[src/rtl/uart_pkg.sv]
// Shared types and helpers for the UART transmitter.
package uart_pkg;

  typedef enum logic [2:0] {IDLE, START, DATA, PARITY, STOP} tx_state_t;

  localparam logic LINE_IDLE = 1'b1;

  function automatic int unsigned frame_len(input int unsigned data_w,
                                            input int unsigned stop_bits,
                                            input bit          parity_en);
    return 1 + data_w + (parity_en ? 1 : 0) + stop_bits;
  endfunction

endpackage

[src/rtl/uart_tx_baud_tick.sv]
// Rising-edge detector on the divided baud clock; the divided clock is only ever sampled as data.
module baud_tick
  import uart_pkg::*;
(
  input  logic clk,
  input  logic reset,
  input  logic baud_clk,
  output logic tick
);

  logic baud_q, baud_d;

  always_comb baud_d = baud_clk;

  // Resetting high keeps an already-high baud_clk from looking like an edge at release.
  always_ff @(posedge clk) begin
    if (reset) baud_q <= 1'b1;
    else       baud_q <= baud_d;
  end

  assign tick = baud_clk & ~baud_q;

endmodule

[src/rtl/uart_tx.sv]
// UART transmitter: one-entry holding register feeding a start/data/parity/stop framer.
// Build option: define UART_TX_PARITY_EN to add one parity bit per frame.
//
// state  | meaning
// IDLE   | line high, waiting for a tick with a character held
// START  | start bit (low) on the line
// DATA   | data bits, LSB first
// PARITY | parity bit (UART_TX_PARITY_EN builds only)
// STOP   | stop bit(s), high
module uart_tx
  import uart_pkg::*;
#(
  parameter int DATA_W     = 8,
  parameter int STOP_BITS  = 1,
  parameter int PARITY_ODD = 0
) (
  input  logic              clk,
  input  logic              reset,
  input  logic              baud_clk,
  input  logic [DATA_W-1:0] tx_data,
  input  logic              tx_valid,
  output logic              tx_ready,
  output logic              tx,
  output logic              busy
);

  localparam int              CNT_W     = $clog2(DATA_W);
  localparam logic [CNT_W-1:0] LAST_BIT  = CNT_W'(DATA_W - 1);
  localparam logic            STOP_LAST = 1'(STOP_BITS - 1);

  if (DATA_W < 5 || DATA_W > 9 || STOP_BITS < 1 || STOP_BITS > 2 ||
      PARITY_ODD < 0 || PARITY_ODD > 1) begin : g_bad_cfg
    $error("uart_tx: parameter out of range");
  end

  logic tick;

  baud_tick u_baud_tick (
    .clk      (clk),
    .reset    (reset),
    .baud_clk (baud_clk),
    .tick     (tick)
  );

  tx_state_t         state_q, state_d;
  logic [DATA_W-1:0] hold_q, hold_d;
  logic              hold_full_q, hold_full_d;
  logic [DATA_W-1:0] shift_q, shift_d;
  logic [CNT_W-1:0]  bit_cnt_q, bit_cnt_d;
  logic              stop_cnt_q, stop_cnt_d;
  logic              tx_q, tx_d;
  logic              accept, load;
`ifdef UART_TX_PARITY_EN
  logic              par_q, par_d;
`endif

  always_comb begin
    accept     = tx_valid & ~hold_full_q;
    load       = 1'b0;
    state_d    = state_q;
    shift_d    = shift_q;
    bit_cnt_d  = bit_cnt_q;
    stop_cnt_d = stop_cnt_q;
    tx_d       = tx_q;
    hold_d     = accept ? tx_data : hold_q;

    case (state_q)
      IDLE: if (tick && hold_full_q) begin
        load    = 1'b1;
        state_d = START;
        tx_d    = 1'b0;
      end
      START: if (tick) begin
        state_d   = DATA;
        bit_cnt_d = '0;
        tx_d      = shift_q[0];
        shift_d   = shift_q >> 1;
      end
      DATA: if (tick) begin
        if (bit_cnt_q == LAST_BIT) begin
`ifdef UART_TX_PARITY_EN
          state_d    = PARITY;
          tx_d       = par_q;
`else
          state_d    = STOP;
          tx_d       = LINE_IDLE;
          stop_cnt_d = STOP_LAST;
`endif
        end else begin
          bit_cnt_d = bit_cnt_q + CNT_W'(1);
          tx_d      = shift_q[0];
          shift_d   = shift_q >> 1;
        end
      end
`ifdef UART_TX_PARITY_EN
      PARITY: if (tick) begin
        state_d    = STOP;
        tx_d       = LINE_IDLE;
        stop_cnt_d = STOP_LAST;
      end
`endif
      STOP: if (tick) begin
        if (stop_cnt_q == 1'b0) begin
          // A waiting character starts right away, with no idle bit in between.
          if (hold_full_q) begin
            load    = 1'b1;
            state_d = START;
            tx_d    = 1'b0;
          end else begin
            state_d = IDLE;
            tx_d    = LINE_IDLE;
          end
        end else begin
          stop_cnt_d = stop_cnt_q - 1'b1;
        end
      end
      default: state_d = IDLE;
    endcase

    if (load) shift_d = hold_q;
    hold_full_d = (hold_full_q & ~load) | accept;
  end

`ifdef UART_TX_PARITY_EN
  always_comb par_d = load ? (^hold_q ^ 1'(PARITY_ODD)) : par_q;
`endif

  always_ff @(posedge clk) begin
    if (reset) begin
      state_q     <= IDLE;
      hold_q      <= '0;
      hold_full_q <= 1'b0;
      shift_q     <= '0;
      bit_cnt_q   <= '0;
      stop_cnt_q  <= 1'b0;
      tx_q        <= LINE_IDLE;
`ifdef UART_TX_PARITY_EN
      par_q       <= 1'b0;
`endif
    end else begin
      state_q     <= state_d;
      hold_q      <= hold_d;
      hold_full_q <= hold_full_d;
      shift_q     <= shift_d;
      bit_cnt_q   <= bit_cnt_d;
      stop_cnt_q  <= stop_cnt_d;
      tx_q        <= tx_d;
`ifdef UART_TX_PARITY_EN
      par_q       <= par_d;
`endif
    end
  end

  assign tx_ready = ~hold_full_q;
  assign tx       = tx_q;
  assign busy     = (state_q != IDLE);

endmodule

[config.mk]
export PLATFORM = sky130hd
export DESIGN_NAME = uart_tx
export DESIGN_NICKNAME = d
export VERILOG_FILES = /design/src/rtl/uart_pkg.sv /design/src/rtl/uart_tx_baud_tick.sv /design/src/rtl/uart_tx.sv
export SDC_FILE = /design/constraint.sdc
export NUM_CORES = 1
export LEC_CHECK = 0
export ABC_AREA = 1
export BUFFER_PORTS_ARGS = -buffer_cell sky130_fd_sc_hd__buf_2
export CAP_MARGIN = 20
export CORE_MARGIN = 4
export CORE_UTILIZATION = 55
export CTS_CLUSTER_SIZE = 20
export DETAILED_ROUTE_END_ITERATION = 10
export GPL_TIMING_DRIVEN = 0
export PLACE_DENSITY = 0.76
export SYNTH_ARGS = -nofsm -noshare
export SYNTH_HDL_FRONTEND = slang
export SYNTH_SLANG_ARGS = --single-unit
[constraint.sdc]
create_clock -name clk -period 1.49 [get_ports clk]
set_input_delay 0.298 -clock clk [delete_from_list [all_inputs] [get_ports clk]]
set_output_delay 0.298 -clock clk [all_outputs]
set_load 0.05 [all_outputs]
==> results.tsv, run 1 <==
stage	metric	value	unit
clocking	later-pin clock latency in the skew report	0.32	ns
clocking	Worst-path clk slew	0.13	ns
timing	Fin. Hold Viols	0	
critical_path	CP startpoint kind	register	
clocking	CTS root buf	clkbuf_4	
cells_and_area	multi-input logic area	672	um2
grt	largest net degree at the start of global routing	15	
grt	number of global-route vias before repair	1136	
logic_synthesis	Yosys cell types	22	
power	Comb pwr share	45.5	%
timing	Final TNS setup	0	ns
timing	fin worst setup slack	0.0185	ns
logic_synthesis	synthesis-stage register bit count	25	
detailed_routing	Via Count	1225	
grt	Total Routing Usage GR	18.7	%
timing	final setup fails	0	
timing	Tightest Pin Transition	0.447	ns
die	die footprint	0.00311	mm2
placement	RePlAce Congestion	0.904	
timing	WHS	0.183	ns
power	leakage power	0.731	nW
logic_synthesis	post-synthesis sequential area ratio	39.9	%
critical_path	FF-to-FF Start	state_q[1]	
die	effective utilization at floorplan	57.3	%
power	Clock Power Share	14.2	%
placement	DP Worst Slack	-0.0395	ns
timing	final clock period utilization by the worst path	98.8	%
clocking	TritonCTS buffer count	3	
power	Sw Pwr	0.000868	W
power	Internal	0.00126	W
critical_path	worst r2r path cells	8	
cells_and_area	commonest non-fill, non-tap cell in the layout	nand2_1	
timing	RSZ-0062 raised after global routing	true	
cells_and_area	Post-Layout Cell Count	232	
min_path	hold_sp	reset	
detailed_routing	wirelength, routed	2840	um
detailed_routing	DR WL/cell	12.3	um
timing	clock period minus worst slack	1.47	ns
cells_and_area	Filler cells	183	
grt	first-pass GRT wire length	4810	um
clocking	CTS tree	done	
die	Die Span X	55.8	um
critical_path	critical path fanouts, max	5	
min_path	WHS Endpoint	state_q[0]	
logic_synthesis	Ys Warns	0	
power	switch share	40.8	%
logic_synthesis	Synth Flop Type	dfxtp_1	
cells_and_area	Final Util	68.6	%
logic_synthesis	leading area contributor after synthesis	dfxtp_1	
critical_path	flop-to-flop setup slack	0.10	ns
outcome	status	completed	
cells_and_area	FF+latch area	510	um2
critical_path	Crit Path Class	reg2out	
critical_path	crit end category	output port	
critical_path	R2R Path End	shift_q[1]	
job	Max Cap Violations	0	
grt	GR Overflow Total	0	
detailed_routing	first drt pass iteration count	4	
power	Cell Pwr Density	1420	mW/mm2
grt	initial antenna violation count	0	
die	row count	17	
placement	hpwl dp	1980	um
die	core box area	0.00219	mm2
cells_and_area	area delta synth->final	19.7	%
cells_and_area	Ant. Diodes	0	
critical_path	CP Data Required Time	1.19	ns
cells_and_area	most frequent cells in the layout	34 x nand2_1, 29 x nor2_1, 24 x nand3_1, 21 x dfxtp_1, 18 x inv_1	
timing	max-slew violations	0	
cells_and_area	fin nets	219	
clocking	CTS sink cnt	25	
logic_synthesis	Synth Area per Inst	7.01	um2
logic_synthesis	syn nets	193	
min_path	hold depth	2	
critical_path	CP arrival	1.17	ns
detailed_routing	DRT iter0 DRCs	31	
logic_synthesis	asr flop ratio synth	0	%
timing	Max Clock Skew	0.00623	ns
clocking	H-tree depth	1	
die	I/O pin count	15	
detailed_routing	post-DR vias/cell	5.28	
die	Die H	55.8	um
logic_synthesis	Post-synth EDFFs	0	
logic_synthesis	Post-Synthesis Cells	179	
placement	placed cell count	221	
power	sequential power share	40.3	%
power	peak supply drop	1.13	mV
clocking	maximum buffer depth of the clock tree	2	
timing	FMAX	680	MHz
detailed_routing	Detail Route Antenna Nets	0	
logic_synthesis	synth top area cells	dfxtp_1 40%, nand2_1 11%, nand3_1 10%	
logic_synthesis	mapped cell area	0.00125	mm2
cells_and_area	share of layout cells above drive strength 1	27.0	%
min_path	worst hold path type	in2reg	
logic_synthesis	area fraction of the dominant cell type after synthesis	39.9	%
detailed_routing	drc violations	0	
placement	I/O Buffers	14	
timing	slew margin rel.	70.1	%
## how the worst max path moves through the flow
| stage | start | to | cells after the start |
|---|---|---|---|
| after floorplan | bit_cnt_q[0] | shift_q[1] | 7 |
| after global placement | bit_cnt_q[0] | shift_q[7] | 7 |
| after detailed placement | bit_cnt_q[0] | shift_q[1] | 7 |
| after CTS | state_q[1] | busy | 4 |
| after global routing | state_q[0] | busy | 4 |
| final | state_q[0] | busy | 4 |
## per-stage QoR
| step | total power (W) | area, um2 |
|---|---|---|
| 2_1_floorplan | 0.00142 | 1250 |
| 3_3_place_gp | 0.00155 | 1360 |
| 3_5_place_dp | 0.00157 | 1360 |
| 4_1_cts | 0.00190 | 1410 |
| 5_1_grt | 0.00228 | 1500 |
| 6_report | 0.00213 | 1500 |
## cells in the mapped netlist, types with 2 or more instances
master and number:
a21oi_1 10, nor2_2 3, dfxtp_1 25, nand3_2 2, inv_1 18, nor2_1 30
ha_1 2, nand2_1 37, nand3_1 26, nand2_2 2, a21oi_2 4, o21ai_0 9
buf_6 2
## repair_timing
item / CTS / global route
endpoints found under the setup margin: 6 / 21
pin swaps: 1 / 2
resized for setup: 4 / 17
hold buffers: 0 / 0
setup buffers: 2 / 5
## worst max-delay path: stages, from the launching register on
cell,delay [ns]
dfxtp_4,0.39
nor2_4,0.15
buf_6,0.13
nand2_4,0.04
buf_8,0.14
## routing by layer
layer | share of wire [%] | GRT usage (%) | up-vias
li1 | - | - | 621
met3 | 5.8 | 3.94 | 2
met1 | 46 | 23.3 | 566
met5 | 0 | 0 | -
met2 | 48 | 33.1 | 36
met4 | 0.18 | 3.82 | 0
## final cells by class
type,instances,area share (%)
buffer,6,3.58
clock buffer,3,1.50
clock inverter,1,0.333
inverter,19,4.75
multi-input combinational,129,44.7
sequential,25,34.0
tap,28,2.33
timing repair buffer,21,8.83
## power by group through the flow
stage / Sequential (W) / Combinational, W / Clock (W)
final: 0.000856 / 0.000968 / 0.000302
after floorplan: 0.000883 / 0.000540 / 0
after global routing: 0.000864 / 0.00107 / 0.000348
after CTS: 0.000846 / 0.000748 / 0.000310
after global placement: 0.000848 / 0.000698 / 0
after detailed placement: 0.000852 / 0.000718 / 0
## kinds of logic after synthesis
group,count (synthesis),share of synthesized area [%]
compound gates,25,11.4
fa+ha+maj,2,1.99
buf+inv,25,9.97
flops,25,39.9
simple gates,102,36.8
## sequential cells by signal, indices dropped and copies added, names as in the netlist
register            count
state_q                 3
hold_q                  8
shift_q                 8
bit_cnt_q               3
u_baud_tick.baud_q      1
tx                      1
hold_full_q             1
No activity file was read; power rests on OpenSTA's default activity.
==> inputs of run 2 (changes only) <==
--- a/config.mk
+++ b/config.mk
@@ -9,11 +9,11 @@
 export BUFFER_PORTS_ARGS = -buffer_cell sky130_fd_sc_hd__buf_2
 export CAP_MARGIN = 20
 export CORE_MARGIN = 4
-export CORE_UTILIZATION = 55
+export CORE_UTILIZATION = 56
 export CTS_CLUSTER_SIZE = 20
 export DETAILED_ROUTE_END_ITERATION = 10
 export GPL_TIMING_DRIVEN = 0
-export PLACE_DENSITY = 0.76
+export PLACE_DENSITY = 0.77
 export SYNTH_ARGS = -nofsm -noshare
 export SYNTH_HDL_FRONTEND = slang
 export SYNTH_SLANG_ARGS = --single-unit
==> run 2 against run 1 <==
Clock power grew 6%; largest cell class unchanged; first-iteration DRC count grew 6.5%; critical path type is now reg2reg; register-to-register slack got worse by 0.08 ns; die area down 1.5%; power down 0.99%; count of clock-buffer cells in the layout is the same; sequential power decreased by 0.6%; highest routed layer unchanged.
==> results.tsv, run 2 (synthesized netlist as in run 1, its figures left out) <==
stage	metric	value	unit	change
outcome	status	completed		
die	effective utilization at floorplan	61.5	%	+4.2 points
critical_path	CP Data Required Time	1.73	ns	+0.54 ns
grt	largest net degree at the start of global routing	16		+1
timing	final setup fails	0		unchanged
placement	DP Worst Slack	-0.0442	ns	-0.00476 ns
placement	I/O Buffers	14		unchanged
cells_and_area	Ant. Diodes	0		unchanged
job	Max Cap Violations	0		unchanged
timing	final clock period utilization by the worst path	99.0	%	+0.23 points
power	Cell Pwr Density	1400	mW/mm2	-1.2%
power	Total Power	0.00211	W	-0.99%
detailed_routing	drc violations	0		unchanged
critical_path	FF-to-FF Start	state_q[0]		
power	Internal	0.00123	W	-2.2%
min_path	worst hold path type	in2reg		
critical_path	CP arrival	1.72	ns	+0.55 ns
timing	Max Clock Skew	0.0214	ns	+0.0152 ns
critical_path	delay-heaviest family, CP	simple AND/OR/NAND/NOR gates		
placement	hpwl dp	2080	um	+5.4%
detailed_routing	WL met2	1650	um	+20%
detailed_routing	M1 WL	1260	um	-2.9%
critical_path	crit-path cells	buf_4 -> nor2_4 -> nand2_2 -> nand2_2 -> nand3_4 -> buf_8 -> a21oi_1 -> nor2_1		
critical_path	R2R Path End	shift_q[1]		
clocking	Worst-path clk slew	0.16	ns	+0.03 ns
critical_path	Crit Path Class	reg2reg		
die	I/O pin count	15		unchanged
clocking	later-pin clock latency in the skew report	0.33	ns	about the same
clocking	CTS root buf	clkbuf_4		
grt	first-pass GRT wire length	4860	um	+1.1%
power	switch share	41.5	%	+0.70 points
die	row count	16		-1
timing	clock period minus worst slack	1.47	ns	+0.00340 ns
clocking	TritonCTS buffer count	3		unchanged
timing	fin worst setup slack	0.0151	ns	-0.00340 ns
cells_and_area	multi-input logic area	671	um2	-0.19%
grt	GR Overflow Total	0		unchanged
power	Sw Pwr	0.000874	W	+0.71%
clocking	CTS hold repair buffers	0		unchanged
timing	RSZ-0062 raised after global routing	true		
critical_path	Critical Path Stages	8		+4
power	Comb pwr share	44.4	%	-1.1 points
cells_and_area	commonest non-fill, non-tap cell in the layout	nand2_1		
cells_and_area	FF+latch area	510	um2	unchanged
power	sequential power share	40.4	%	about the same
power	Clock Power Share	15.2	%	+1.0 points
critical_path	critical path fanouts, max	10		+5
clocking	H-tree depth	1		unchanged
detailed_routing	Via Count	1235		+0.82%
critical_path	worst setup path end	shift_q[1]		
critical_path	worst r2r path cells	8		unchanged
cells_and_area	share of layout cells above drive strength 1	27.9	%	+0.98 points
critical_path	CP startpoint	state_q[0]		
timing	slew margin rel.	71.4	%	+1.3 points
die	Die Span X	55.3	um	-0.76%
detailed_routing	WL met3	104	um	-37%
grt	Total Routing Usage GR	19.6	%	+0.90 points
critical_path	flop-to-flop setup slack	0.02	ns	-0.08 ns
critical_path	crit end category	register		
detailed_routing	Detail Route Antenna Nets	0		unchanged
grt	number of global-route vias before repair	1161		+2.2%
timing	Tightest Pin Transition	0.429	ns	-0.0178 ns
power	leakage power	0.725	nW	-0.72%
placement	RePlAce Congestion	0.816		-9.7%
timing	Fin. Hold Viols	0		unchanged
cells_and_area	Filler cells	180		-1.6%
cells_and_area	area delta synth->final	20.0	%	
cells_and_area	fin nets	219		unchanged
clocking	CTS sink cnt	25		unchanged
die	die footprint	0.00306	mm2	-1.5%
detailed_routing	wirelength, routed	3040	um	+7.1%
detailed_routing	first drt pass iteration count	4		unchanged
critical_path	most used cell, CP	nand2_2		
detailed_routing	DR WL/cell	13.2	um	+7.6%
cells_and_area	most frequent cells in the layout	34 x nand2_1, 27 x nor2_1, 25 x nand3_1, 21 x dfxtp_1, 18 x inv_1		
detailed_routing	DRT iter0 DRCs	33		+6.5%
cells_and_area	largest registers	hold_q (8), shift_q (8)		
detailed_routing	post-DR vias/cell	5.35		+1.3%
grt	initial antenna violation count	0		unchanged
timing	max-slew violations	0		unchanged
critical_path	Slowest-stage cell, CP	dfxtp_4		
critical_path	CP startpoint kind	register		
timing	FMAX	678	MHz	-0.23%
timing	Final TNS setup	0	ns	unchanged
power	peak supply drop	1.20	mV	+5.9%
critical_path	worst stage delay on the critical path	0.39	ns	about the same
die	core box area	0.00204	mm2	-6.8%
clocking	maximum buffer depth of the clock tree	2		unchanged
critical_path	critical path buffer and inverter count	2		unchanged
die	Die H	55.3	um	-0.76%
detailed_routing	max layer used	met4		
clocking	CTS tree	done		
-- run 2: changes by cell type in the layout (fill, tap and decap cells not counted), sizes merged --
cell      before  now
buf           27   26
clkbuf         3    4
clkinvlp       0    1
inv           19   18
-- run 2: per-layer routing --
metal	track usage, %	up-vias
li1	-	625
met1	21.2	577
met2	37.7	29
met3	2.33	4
met4	8.33	0
met5	0	-
-- run 2: worst register-to-register path: stages, from the launching register on --
cell	delay [ns]
dfxtp_4	0.39
buf_4	0.16
nor2_4	0.15
nand2_2	0.08
nand2_2	0.10
nand3_4	0.11
buf_8	0.17
a21oi_1	0.16
nor2_1	0.08
-- run 2: how the worst min path moves through the flow --
| stage | startpoint | to | slack, ns | cells after the start |
|---|---|---|---|---|
| floorplan | reset | bit_cnt_q[1] | 0.37 | 1 |
| global placement | tx | tx | 0.44 | 2 |
| detailed placement | tx | tx | 0.44 | 2 |
| CTS | reset | state_q[0] | 0.18 | 2 |
| global route | reset | state_q[0] | 0.18 | 2 |
| finish | reset | state_q[0] | 0.18 | 2 |
-- run 2: power by group through the flow --
| stage | logic (W) | clock network, W | registers [W] |
|---|---|---|---|
| floorplan | 0.000540 | 0 | 0.000883 |
| global route | 0.00103 | 0.000349 | 0.000866 |
| finish | 0.000935 | 0.000319 | 0.000851 |
| global placement | 0.000692 | 0 | 0.000847 |
| detailed placement | 0.000723 | 0 | 0.000856 |
| CTS | 0.000821 | 0.000313 | 0.000834 |
-- run 2: metrics by stage --
| step | instance area, um2 | hold slack [ns] | util [%] | cells |
|---|---|---|---|---|
| 6_report | 1510 | 0.177 | 73.8 | 231 |
| 3_5_place_dp | 1360 | 0.442 | 66.5 | 220 |
| 5_1_grt | 1510 | 0.178 | 73.8 | 231 |
| 2_1_floorplan | 1250 | 0.367 | - | 179 |
| 4_1_cts | 1450 | 0.178 | 70.9 | 229 |
| 3_3_place_gp | 1360 | 0.436 | 66.5 | 220 |
-- run 2: cell type report --
| class | count | area share [%] |
|---|---|---|
| multi-input cells | 129 | 44.5 |
| clock buffers | 3 | 1.50 |
| flip-flops and latches | 25 | 33.9 |
| repair buffers | 21 | 8.97 |
| inverters | 19 | 4.82 |
| plain buffers | 6 | 3.57 |
| clock inverters | 1 | 0.498 |
| well taps | 27 | 2.24 |
-- run 2: repair_timing --
item,CTS,global route
setup buffers,5,2
cloned,0,0
hold endpoints to repair,0,0
resized for setup,8,15
endpoints found under the setup margin,10,14
pin swaps,0,5
==> inputs of run 3 (changes only) <==
--- a/config.mk
+++ b/config.mk
@@ -10,6 +10,7 @@
 export CAP_MARGIN = 20
 export CORE_MARGIN = 4
 export CORE_UTILIZATION = 56
+export CTS_BUF_LIST = sky130_fd_sc_hd__clkbuf_16
 export CTS_CLUSTER_SIZE = 20
 export DETAILED_ROUTE_END_ITERATION = 10
 export GPL_TIMING_DRIVEN = 0
==> run 3 against run 2 <==
Maximum frequency is 0.39% higher; routed wire length fell by 3.2%; register-to-register slack better by 0.07 ns; flip-flop and latch count did not move; sequential share of layout area fell by 0.66 points; final cell count down 1.7%; critical endpoint is now busy; final area rose by 0.50%.
==> results.tsv, run 3 (synthesized netlist as in run 1, its figures left out) <==
stage	metric	value	unit	change
clocking	CTS root buf	clkbuf_16		
clocking	maximum buffer depth of the clock tree	2		unchanged
detailed_routing	WL met3	117	um	+13%
cells_and_area	commonest non-fill, non-tap cell in the layout	nand2_1		
critical_path	CP Data Required Time	1.19	ns	-0.54 ns
die	Die Span X	55.3	um	unchanged
cells_and_area	Ant. Diodes	0		unchanged
min_path	worst hold path type	in2reg		
placement	hpwl dp	2080	um	unchanged
detailed_routing	DR WL/cell	13.0	um	-1.5%
clocking	TritonCTS buffer count	3		unchanged
clocking	CTS sink cnt	25		unchanged
grt	GR Overflow Total	0		unchanged
clocking	H-tree depth	1		unchanged
critical_path	CP arrival	1.17	ns	-0.55 ns
job	Max Cap Violations	0		unchanged
die	die footprint	0.00306	mm2	unchanged
detailed_routing	DRT iter0 DRCs	30		-9.1%
critical_path	CP startpoint kind	register		
power	Total Power	0.00228	W	+8.5%
cells_and_area	area delta synth->final	20.6	%	
detailed_routing	post-DR vias/cell	5.30		-0.79%
min_path	hold_sp	tx_data[5]		
detailed_routing	M1 WL	1150	um	-8.2%
timing	Final TNS setup	0	ns	unchanged
detailed_routing	drc violations	0		unchanged
power	leakage power	0.733	nW	+1.1%
cells_and_area	share of layout cells above drive strength 1	24.0	%	-3.9 points
die	effective utilization at floorplan	61.5	%	unchanged
detailed_routing	Via Count	1204		-2.5%
detailed_routing	wirelength, routed	2950	um	-3.2%
clocking	Worst-path clk slew	0.06	ns	-0.10 ns
timing	Fin. Hold Viols	0		unchanged
outcome	status	completed		
timing	Tightest Pin Transition	0.435	ns	+0.00524 ns
clocking	CTS tree	done		
detailed_routing	first drt pass iteration count	4		unchanged
detailed_routing	WL met2	1630	um	-1.5%
power	peak supply drop	1.19	mV	-0.87%
cells_and_area	Filler cells	177		-1.7%
placement	RePlAce Congestion	0.816		unchanged
cells_and_area	fin nets	215		-1.8%
clocking	later-pin clock latency in the skew report	0.26	ns	-0.07 ns
grt	Total Routing Usage GR	19.3	%	-0.33 points
grt	initial antenna violation count	0		unchanged
die	row count	16		unchanged
cells_and_area	most frequent cells in the layout	37 x nand2_1, 27 x nor2_1, 24 x nand3_1, 23 x dfxtp_1, 18 x inv_1		
die	I/O pin count	15		unchanged
detailed_routing	max layer used	met4		
timing	Max Clock Skew	0.00551	ns	-0.0159 ns
die	Die H	55.3	um	unchanged
clocking	CTS hold repair buffers	0		unchanged
detailed_routing	Detail Route Antenna Nets	0		unchanged
critical_path	critical path fanouts, max	5		-5
placement	I/O Buffers	14		unchanged
grt	number of global-route vias before repair	1162		+0.086%
grt	largest net degree at the start of global routing	16		unchanged
timing	FMAX	681	MHz	+0.39%
critical_path	Crit Path Class	reg2out		
timing	clock period minus worst slack	1.47	ns	-0.00577 ns
grt	first-pass GRT wire length	4770	um	-1.9%
cells_and_area	largest registers	hold_q (8), shift_q (8)		
timing	slew margin rel.	71.0	%	-0.35 points
critical_path	CP startpoint	state_q[2]		
timing	final clock period utilization by the worst path	98.6	%	-0.39 points
power	Cell Pwr Density	1510	mW/mm2	+7.9%
critical_path	FF-to-FF Start	bit_cnt_q[0]		
timing	final setup fails	0		unchanged
die	core box area	0.00204	mm2	unchanged
critical_path	crit end category	output port		
timing	max-slew violations	0		unchanged
run 3: cell count changes in the layout (fill, tap and decap cells not counted), moves of 2 or more:
cell / delta
dfxtp_1: +2
nand2_1: +3
buf_4: -3
nand2_2: -3
clkbuf_16: +3
clkbuf_4: -4
dfxtp_4: -2
buf_6: -2
run 3: per-layer routing:
layer	up-vias	GRT usage, %
li1	616	-
met1	555	20.2
met2	27	36.7
met3	6	4.43
met4	0	7.29
met5	-	0
run 3: critical path: stages (launching register included):
cell	delay, ns
dfxtp_1	0.49
inv_1	0.13
nand2_1	0.10
buf_4	0.20
run 3: final timing paths:
check	end	slack, ns	cells past startpoint
min	hold_q[5]	0.26	3
max	busy	0.02	3
max reg2reg	shift_q[2]	0.09	7
min reg2reg	tx	0.46	2
run 3: final cells by class:
class / instances / area (um2) / share of cell area, %
Multi-Input combinational cell: 129 / 661 / 43.6
Sequential cell: 25 / 503 / 33.2
Timing Repair Buffer: 17 / 108 / 7.11
Clock buffer: 3 / 75.1 / 4.96
Inverter: 19 / 72.6 / 4.79
Buffer: 6 / 53.8 / 3.55
Tap cell: 27 / 33.8 / 2.23
Clock inverter: 1 / 7.51 / 0.496
run 3: report_power, final:
group / internal, W / switching, W
sequential: 0.000760 / 0.000104
clock: 0.000364 / 0.000234
combinational: 0.000302 / 0.000519
run 3: through the flow:
| step | instance area [um2] | instances | utilization, % | hold WS, ns | setup slack (ns) |
|---|---|---|---|---|---|
| floorplan | 1250 | 179 | - | 0.367 | 0.127 |
| global placement | 1360 | 220 | 66.5 | 0.436 | -0.00262 |
| detailed placement | 1360 | 220 | 66.5 | 0.442 | -0.0442 |
| CTS | 1460 | 224 | 71.4 | 0.269 | 0.000283 |
| global route | 1510 | 227 | 74.1 | 0.283 | -0.00895 |
| finish | 1510 | 227 | 74.1 | 0.264 | 0.0208 |
run 3: repair_timing:
| action | CTS | global route |
|---|---|---|
| gates resized for setup | 6 | 6 |
| pin swaps | 1 | 1 |
| cloned | 0 | 0 |
| setup buffers | 0 | 3 |
| setup endpoints to repair | 9 | 12 |
